**src/rtl/posit_defines_es3.sv**
```systemverilog
`default_nettype none
// +--------------------------------------------------------------------------+
// | posit_defines_es3 : widths, constants and value layout for 32-bit es=3    |
// | Revision 1.0                                                             |
// +--------------------------------------------------------------------------+
package posit_defines_es3;

  localparam int NBITS                      = 32;
  localparam int ES                         = 3;
  localparam int POSIT_SERIALIZED_WIDTH_ES3 = 38;
  localparam int SCALE_W                    = 9;
  localparam int FRAC_W                     = NBITS - ES - 3;
  localparam int SHIFT_W                    = $clog2(NBITS);

  localparam int               POSIT_MAX_SCALE_ES3 = 240;
  localparam logic [NBITS-1:0] POSIT_MAXPOS_ES3    = 32'h7FFF_FFFF;
  localparam logic [NBITS-1:0] POSIT_MINPOS_ES3    = 32'h0000_0001;
  localparam logic [NBITS-1:0] POSIT_NAR_ES3       = 32'h8000_0000;

  typedef struct packed {
    logic                      sgn;
    logic signed [SCALE_W-1:0] scale;
    logic [FRAC_W-1:0]         fraction;
    logic                      inf;
    logic                      zero;
  } value_t;

  function automatic logic [NBITS-1:0] posit_apply_sign(input logic sgn,
                                                        input logic [NBITS-1:0] mag);
    return sgn ? ((~mag) + NBITS'(1)) : mag;
  endfunction

endpackage
`default_nettype wire

```
**src/rtl/posit_shift_right_sticky.sv**
```systemverilog
`default_nettype none
// +--------------------------------------------------------------------------+
// | posit_shift_right_sticky : logical right shift, OR of shifted-out bits    |
// | Revision 1.0                                                             |
// +--------------------------------------------------------------------------+
module posit_shift_right_sticky #(
  parameter int N = 32,
  parameter int S = 5
) (
  input  logic [N-1:0] a,
  input  logic [S-1:0] b,
  output logic [N-1:0] c,
  output logic         sticky
);

  logic [N-1:0] w_lost_mask;

  assign c           = a >> b;
  assign w_lost_mask = ~({N{1'b1}} << b);
  assign sticky      = |(a & w_lost_mask);

endmodule
`default_nettype wire

```
**src/rtl/posit_normalize_pipe_es3.sv**
```systemverilog
`default_nettype none
// +--------------------------------------------------------------------------+
// | posit_normalize_pipe_es3 : 3-stage serialized-value to 32-bit posit pack  |
// | Option POSIT_NORMALIZE_RNE_EN selects round-to-nearest-even (else trunc)  |
// | Revision 1.0                                                             |
// +--------------------------------------------------------------------------+
module posit_normalize_pipe_es3
  import posit_defines_es3::*;
(
  input  logic                                  clk,
  input  logic                                  reset,
  input  logic                                  in_valid,
  output logic                                  in_ready,
  input  logic [POSIT_SERIALIZED_WIDTH_ES3-1:0] in_data,
  output logic                                  out_valid,
  input  logic                                  out_ready,
  output logic [NBITS-1:0]                      out_posit
);

  localparam logic signed [SCALE_W-1:0] c_scale_max = SCALE_W'(POSIT_MAX_SCALE_ES3);
  localparam logic signed [SCALE_W-1:0] c_scale_min = -c_scale_max;

  logic w_adv;
  assign w_adv    = ~out_valid | out_ready;
  assign in_ready = w_adv;

  // ---------------- stage 1: clamp and split scale ----------------
  value_t                    w_in;
  logic                      w_ovf;
  logic                      w_unf;
  logic signed [SCALE_W-1:0] w_scale_c;
  logic                      w_kneg;
  logic [SHIFT_W-1:0]        w_kmag;
  logic [SHIFT_W-1:0]        w_fill_len;

  assign w_in  = in_data;
  assign w_ovf = w_in.scale > c_scale_max;
  assign w_unf = w_in.scale < c_scale_min;

  always_comb begin
    w_scale_c = w_in.scale;
    if (w_ovf) begin
      w_scale_c = c_scale_max;
    end else if (w_unf) begin
      w_scale_c = c_scale_min;
    end
  end

  // Fill run before the regime terminator: k+1 ones for k>=0, -k zeros for k<0.
  assign w_kneg     = w_scale_c[SCALE_W-1];
  assign w_kmag     = w_scale_c[SCALE_W-2:ES];
  assign w_fill_len = w_kneg ? ((~w_kmag) + SHIFT_W'(1)) : (w_kmag + SHIFT_W'(1));

  logic               r1_valid;
  logic               r1_sgn;
  logic               r1_inf;
  logic               r1_zero;
  logic               r1_ovf;
  logic               r1_unf;
  logic               r1_kneg;
  logic [SHIFT_W-1:0] r1_fill_len;
  logic [ES-1:0]      r1_exp;
  logic [FRAC_W-1:0]  r1_frac;

  // ---------------- stage 2: regime shift, guard and sticky ----------------
  logic [NBITS-1:0] w_shift_in;
  logic [NBITS-1:0] w_shifted;
  logic             w_shift_sticky;
  logic [NBITS-1:0] w_regime_mask;
  logic [NBITS-1:0] w_body;

  assign w_shift_in = {r1_kneg, r1_exp, r1_frac, 2'b00};

  posit_shift_right_sticky #(
    .N (NBITS),
    .S (SHIFT_W)
  ) u_regime_shift (
    .a      (w_shift_in),
    .b      (r1_fill_len),
    .c      (w_shifted),
    .sticky (w_shift_sticky)
  );

  assign w_regime_mask = r1_kneg ? '0 : ~({NBITS{1'b1}} >> r1_fill_len);
  assign w_body        = w_shifted | w_regime_mask;

  logic             r2_valid;
  logic             r2_sgn;
  logic             r2_inf;
  logic             r2_zero;
  logic             r2_ovf;
  logic             r2_unf;
  logic [NBITS-2:0] r2_kept;
  logic             r2_guard;
  logic             r2_sticky;

  // ---------------- stage 3: round, clamp, sign ----------------
  logic             w_round;
  logic [NBITS-1:0] w_sum;
  logic [NBITS-1:0] w_mag;
  logic [NBITS-1:0] w_posit;

`ifdef POSIT_NORMALIZE_RNE_EN
  assign w_round = r2_guard & (r2_kept[0] | r2_sticky);
`else
  logic w_unused_round;
  assign w_round        = 1'b0;
  assign w_unused_round = r2_guard | r2_sticky;
`endif

  assign w_sum = {1'b0, r2_kept} + NBITS'(w_round);

  always_comb begin
    w_mag = w_sum;
    if (w_sum[NBITS-1] | r2_ovf) begin
      w_mag = POSIT_MAXPOS_ES3;
    end else if ((w_sum == '0) | r2_unf) begin
      w_mag = POSIT_MINPOS_ES3;
    end
    w_posit = posit_apply_sign(r2_sgn, w_mag);
    if (r2_inf) begin
      w_posit = POSIT_NAR_ES3;
    end else if (r2_zero) begin
      w_posit = '0;
    end
  end

  logic             r3_valid;
  logic [NBITS-1:0] r3_posit;

  assign out_valid = r3_valid;
  assign out_posit = r3_posit;

  // All stages advance together so a stall freezes the whole pipe in place.
  always_ff @(posedge clk) begin
    if (reset) begin
      r1_valid    <= 1'b0;
      r1_sgn      <= 1'b0;
      r1_inf      <= 1'b0;
      r1_zero     <= 1'b0;
      r1_ovf      <= 1'b0;
      r1_unf      <= 1'b0;
      r1_kneg     <= 1'b0;
      r1_fill_len <= '0;
      r1_exp      <= '0;
      r1_frac     <= '0;
      r2_valid    <= 1'b0;
      r2_sgn      <= 1'b0;
      r2_inf      <= 1'b0;
      r2_zero     <= 1'b0;
      r2_ovf      <= 1'b0;
      r2_unf      <= 1'b0;
      r2_kept     <= '0;
      r2_guard    <= 1'b0;
      r2_sticky   <= 1'b0;
      r3_valid    <= 1'b0;
      r3_posit    <= '0;
    end else if (w_adv) begin
      r1_valid    <= in_valid;
      r1_sgn      <= w_in.sgn;
      r1_inf      <= w_in.inf;
      r1_zero     <= w_in.zero;
      r1_ovf      <= w_ovf;
      r1_unf      <= w_unf;
      r1_kneg     <= w_kneg;
      r1_fill_len <= w_fill_len;
      r1_exp      <= w_scale_c[ES-1:0];
      r1_frac     <= w_in.fraction;

      r2_valid    <= r1_valid;
      r2_sgn      <= r1_sgn;
      r2_inf      <= r1_inf;
      r2_zero     <= r1_zero;
      r2_ovf      <= r1_ovf;
      r2_unf      <= r1_unf;
      r2_kept     <= w_body[NBITS-1:1];
      r2_guard    <= w_body[0];
      r2_sticky   <= w_shift_sticky;

      r3_valid    <= r2_valid;
      r3_posit    <= w_posit;
    end
  end

endmodule
`default_nettype wire
```
**config.mk**
```make
export PLATFORM = sky130hd
export DESIGN_NAME = posit_normalize_pipe_es3
export DESIGN_NICKNAME = d
export VERILOG_FILES = /design/src/rtl/posit_defines_es3.sv /design/src/rtl/posit_shift_right_sticky.sv /design/src/rtl/posit_normalize_pipe_es3.sv
export SDC_FILE = /design/constraint.sdc
export NUM_CORES = 1
export LEC_CHECK = 0
export BUFFER_PORTS_ARGS = -buffer_cell sky130_fd_sc_hd__buf_2
export CORE_ASPECT_RATIO = 1.75
export CORE_MARGIN = 3
export CORE_UTILIZATION = 35
export DETAILED_ROUTE_END_ITERATION = 10
export SYNTH_ARGS = -nofsm -noshare
export SYNTH_HDL_FRONTEND = slang
export SYNTH_SLANG_ARGS = --single-unit
```
**constraint.sdc**
```tcl
create_clock -name clk -period 9.3 [get_ports clk]
set_input_delay 1.395 -clock clk [delete_from_list [all_inputs] [get_ports clk]]
set_output_delay 1.395 -clock clk [all_outputs]
set_load 0.02 [all_outputs]
```
==> summary.txt <==
GRT Util Overall: 0.1905
Main synth FF type: dfxtp_1
Crit. End Element: flip-flop
CORE AREA: 19740 um^2
Setup Buffers After CTS: 0
placer congestion estimate: 0.9340
Skew-Pair Late Insertion Delay: 0.36 ns
Sink Count: 111
clk_skew: 0.01629 ns
Die Span Y: 193.6 um
top-level I/O count: 76
Final setup viols: 0
Initial Utilization: 0.3567
I/O Buffers: 75
mean number of vias per cell: 5.786
Max Cap Viol: 0
instance area at placement: 7531 um^2
status: complete, no violations
grt total ovfl: 0
Setup Total Neg Slack: 0 ns
critical path arrival: 4.44 ns
worst vdd ir: 0.00008651 V
clock buffer depth: 2
Area growth syn-to-layout: 11.20%
post-synth cell types: 62
most common library cells after synthesis: nand2_1, dfxtp_1, nor2_1
DR vias: 6781
reg2reg path depth: 12
antenna violations before repair: 0
DRT antenna net count: 0
fillers: 2094
sequential power share: 0.396
synthesized area per cell: 7.858 um^2
# diodes: 0
sequential fraction of the synthesis area: 0.3156
Final Max Tran Viols: 0
crit path time final: 4.227 ns
crit start category: flip-flop
DP Wirelength: 15660 um
Leakage: 3.012 nW
worst hold stages: 2
cell-internal power: 941.8 uW
Clock Pin Slew Worst Setup and Hold Paths: 0.09 ns
CP max stage delay: 0.87 ns
critical path's slowest cell: a31oi_1
layout cell share with drive strength beyond 1: 0.1715
global-route wire length before repair: 34130 um
pin count of the biggest net entering global routing: 85
fin area: 7829 um^2
CTS tree: yes
initial DRC count: 433
Comb pwr share: 0.348
number of synthesized flops with an enable pin: 0
reg-to-reg endpoint: out_posit[26]$_SDFFE_PP0P_
Syn Std Cell Area: 7041 um^2
CP cell instances: or4_4 -> nor4_2 -> nand4_2 -> nand2_1 -> nor3_1 -> ha_1 -> nor2b_1 -> a21o_1 -> a31oi_1 -> nor2_1 -> o211ai_1 -> o311ai_0
RSZ-0062 raised after global routing: false
Final Cycle Share: 0.4545
die area: 21920 um^2
DRC viols: 0
Slew headroom: 0.1834
Max FO, Critical Path: 12
synthesis-stage register bit count: 111
f_max: 236.6 MHz
number of global-route vias before repair: 6577
Resized cells post-CTS: 0
switch share: 0.3830
H-tree Lvls: 3
NetSw: 584.7 uW
Final Hold Fails: 0
NumNets Final: 967
Synth top area share: 0.3156
Critical Path RT: 9.52 ns
hold worst-path end: out_posit[15]$_SDFFE_PP0P_
Synth Instances: 896
min-delay src: out_posit[15]$_SDFFE_PP0P_
CTS Buf Count: 9
Pwr Density: 195.0 nW/um^2
biggest area consumer among synthesized cells: dfxtp_1
warnings from Yosys: 0
CTS Root Cell: clkbuf_16
Critical R2R Launch: r2_kept[22]$_SDFFE_PP0P_
Worst Hold Class: flip-flop to flip-flop
hold buffer count at cts: 0
Post-Synthesis Net Count: 941
First-pass DRT Iterations: 6
Slew @ Worst Pin: 1.219 ns
clock power share: 0.256
drt wl/cell: 17.96 um
drt total wl: 21050 um
Rows: 68
top-count cell post-synth: nand2_1
flop-to-flop setup slack: 5.07 ns
top cells by area, synth: dfxtp_1, nand2_1, mux4_2
Horiz. Die Dim: 113.2 um
Async SR Flop Fraction: 0
critical path class: flip-flop to flip-flop
-- per-layer routing --
metal | up-vias | wire length [um] | global-route usage
met5 | - | 0 | 0
met4 | 0 | 1430 | 0.1257
met3 | 64 | 790 | 0.01968
met2 | 220 | 10690 | 0.3338
met1 | 3158 | 8142 | 0.2148
li1 | 3339 | - | -
-- through the flow --
step	cells	hold slack, ns	setup WS, ns	power [mW]	util
after floorplan	896	0.4321	5.681	0.9923	-
after global placement	1156	0.4363	5.104	1.140	0.3815
after detailed placement	1156	0.4411	5.030	1.142	0.3815
after CTS	1172	0.4547	5.054	1.536	0.3966
after global routing	1172	0.4816	4.816	1.625	0.3966
final	1172	0.4543	5.073	1.527	0.3966
-- kinds of logic (layout without fill, tap and decap cells) --
family,Yosys count,after routing,share of synthesized area
adder cells (fa/ha/maj),3,3,0.005332
multiplexers,66,66,0.1395
AO/OA/AOI/OAI,255,255,0.2328
buffers and inverters,86,117,0.04958
flip-flops,111,111,0.3156
XOR/XNOR,18,18,0.02239
AND/OR/NAND/NOR,357,357,0.2348
-- state kept, by name, indices dropped and copies added, names as in the netlist --
signal	count
r1_ovf	1
out_posit	32
r2_ovf	1
r2_valid	1
r1_kneg	1
out_valid	1
r2_zero	1
r2_unf	1
r1_exp	3
r1_zero	1
r1_valid	1
r1_fill_len	5
r1_inf	1
r2_kept	31
r1_sgn	1
r2_inf	1
r1_unf	1
r1_frac	26
r2_sgn	1
-- worst max-delay path: cells and delay by family, from the launching register on --
family	cells	cell delay, ns
compound gates	4	1.38
flops	1	0.39
fa+ha+maj	1	0.33
simple gates	7	1.98
-- placed cells by master (no fill, tap or decap), types with 8 or more instances in the layout --
cell,count
a211oi_1,30
a21oi_1,82
a22oi_1,9
a31oi_1,8
buf_2,75
buf_4,13
clkbuf_16,9
dfxtp_1,110
inv_1,11
mux2_2,13
mux2i_1,28
mux4_2,24
nand2_1,146
nand3_1,15
nor2_1,88
nor2b_1,17
nor3_1,28
nor4_1,11
o211ai_1,12
o21ai_0,49
o31ai_1,9
xnor2_1,14
-- power by group through the flow --
stage                     combinational (mW)  sequential [mW]  clock (mW)
after floorplan                        0.387            0.605           0
after global placement                 0.528            0.613           0
after detailed placement               0.527            0.615           0
after CTS                              0.529            0.604       0.403
after global routing                   0.584            0.616       0.425
final                                  0.531            0.605       0.390
-- worst max path at each step --
stage                                   from                    endpoint  slack [ns]  cells past startpoint
finish              r2_kept[22]$_SDFFE_PP0P_  out_posit[26]$_SDFFE_PP0P_        5.07                     12
global route        r2_kept[22]$_SDFFE_PP0P_  out_posit[24]$_SDFFE_PP0P_        4.82                     12
CTS                 r2_kept[22]$_SDFFE_PP0P_  out_posit[24]$_SDFFE_PP0P_        5.05                     12
detailed placement                 out_ready  out_posit[16]$_SDFFE_PP0P_        5.03                      9
global placement                   out_ready  out_posit[23]$_SDFFE_PP0P_        5.10                      9
floorplan                          out_ready                    in_ready        5.68                      4
-- area by class of cell --
| cell class | count | area (um^2) | area share |
|---|---|---|---|
| clock inverters | 7 | 72.57 | 0.009270 |
| multi-input cells | 699 | 4479 | 0.5722 |
| inverters | 13 | 48.80 | 0.006233 |
| clock buffers | 9 | 225.2 | 0.02877 |
| flip-flops and latches | 111 | 2223 | 0.2840 |
| repair buffers | 88 | 473.0 | 0.06041 |
| well taps | 245 | 306.5 | 0.03916 |
No activity file was read; power rests on OpenSTA's default activity.
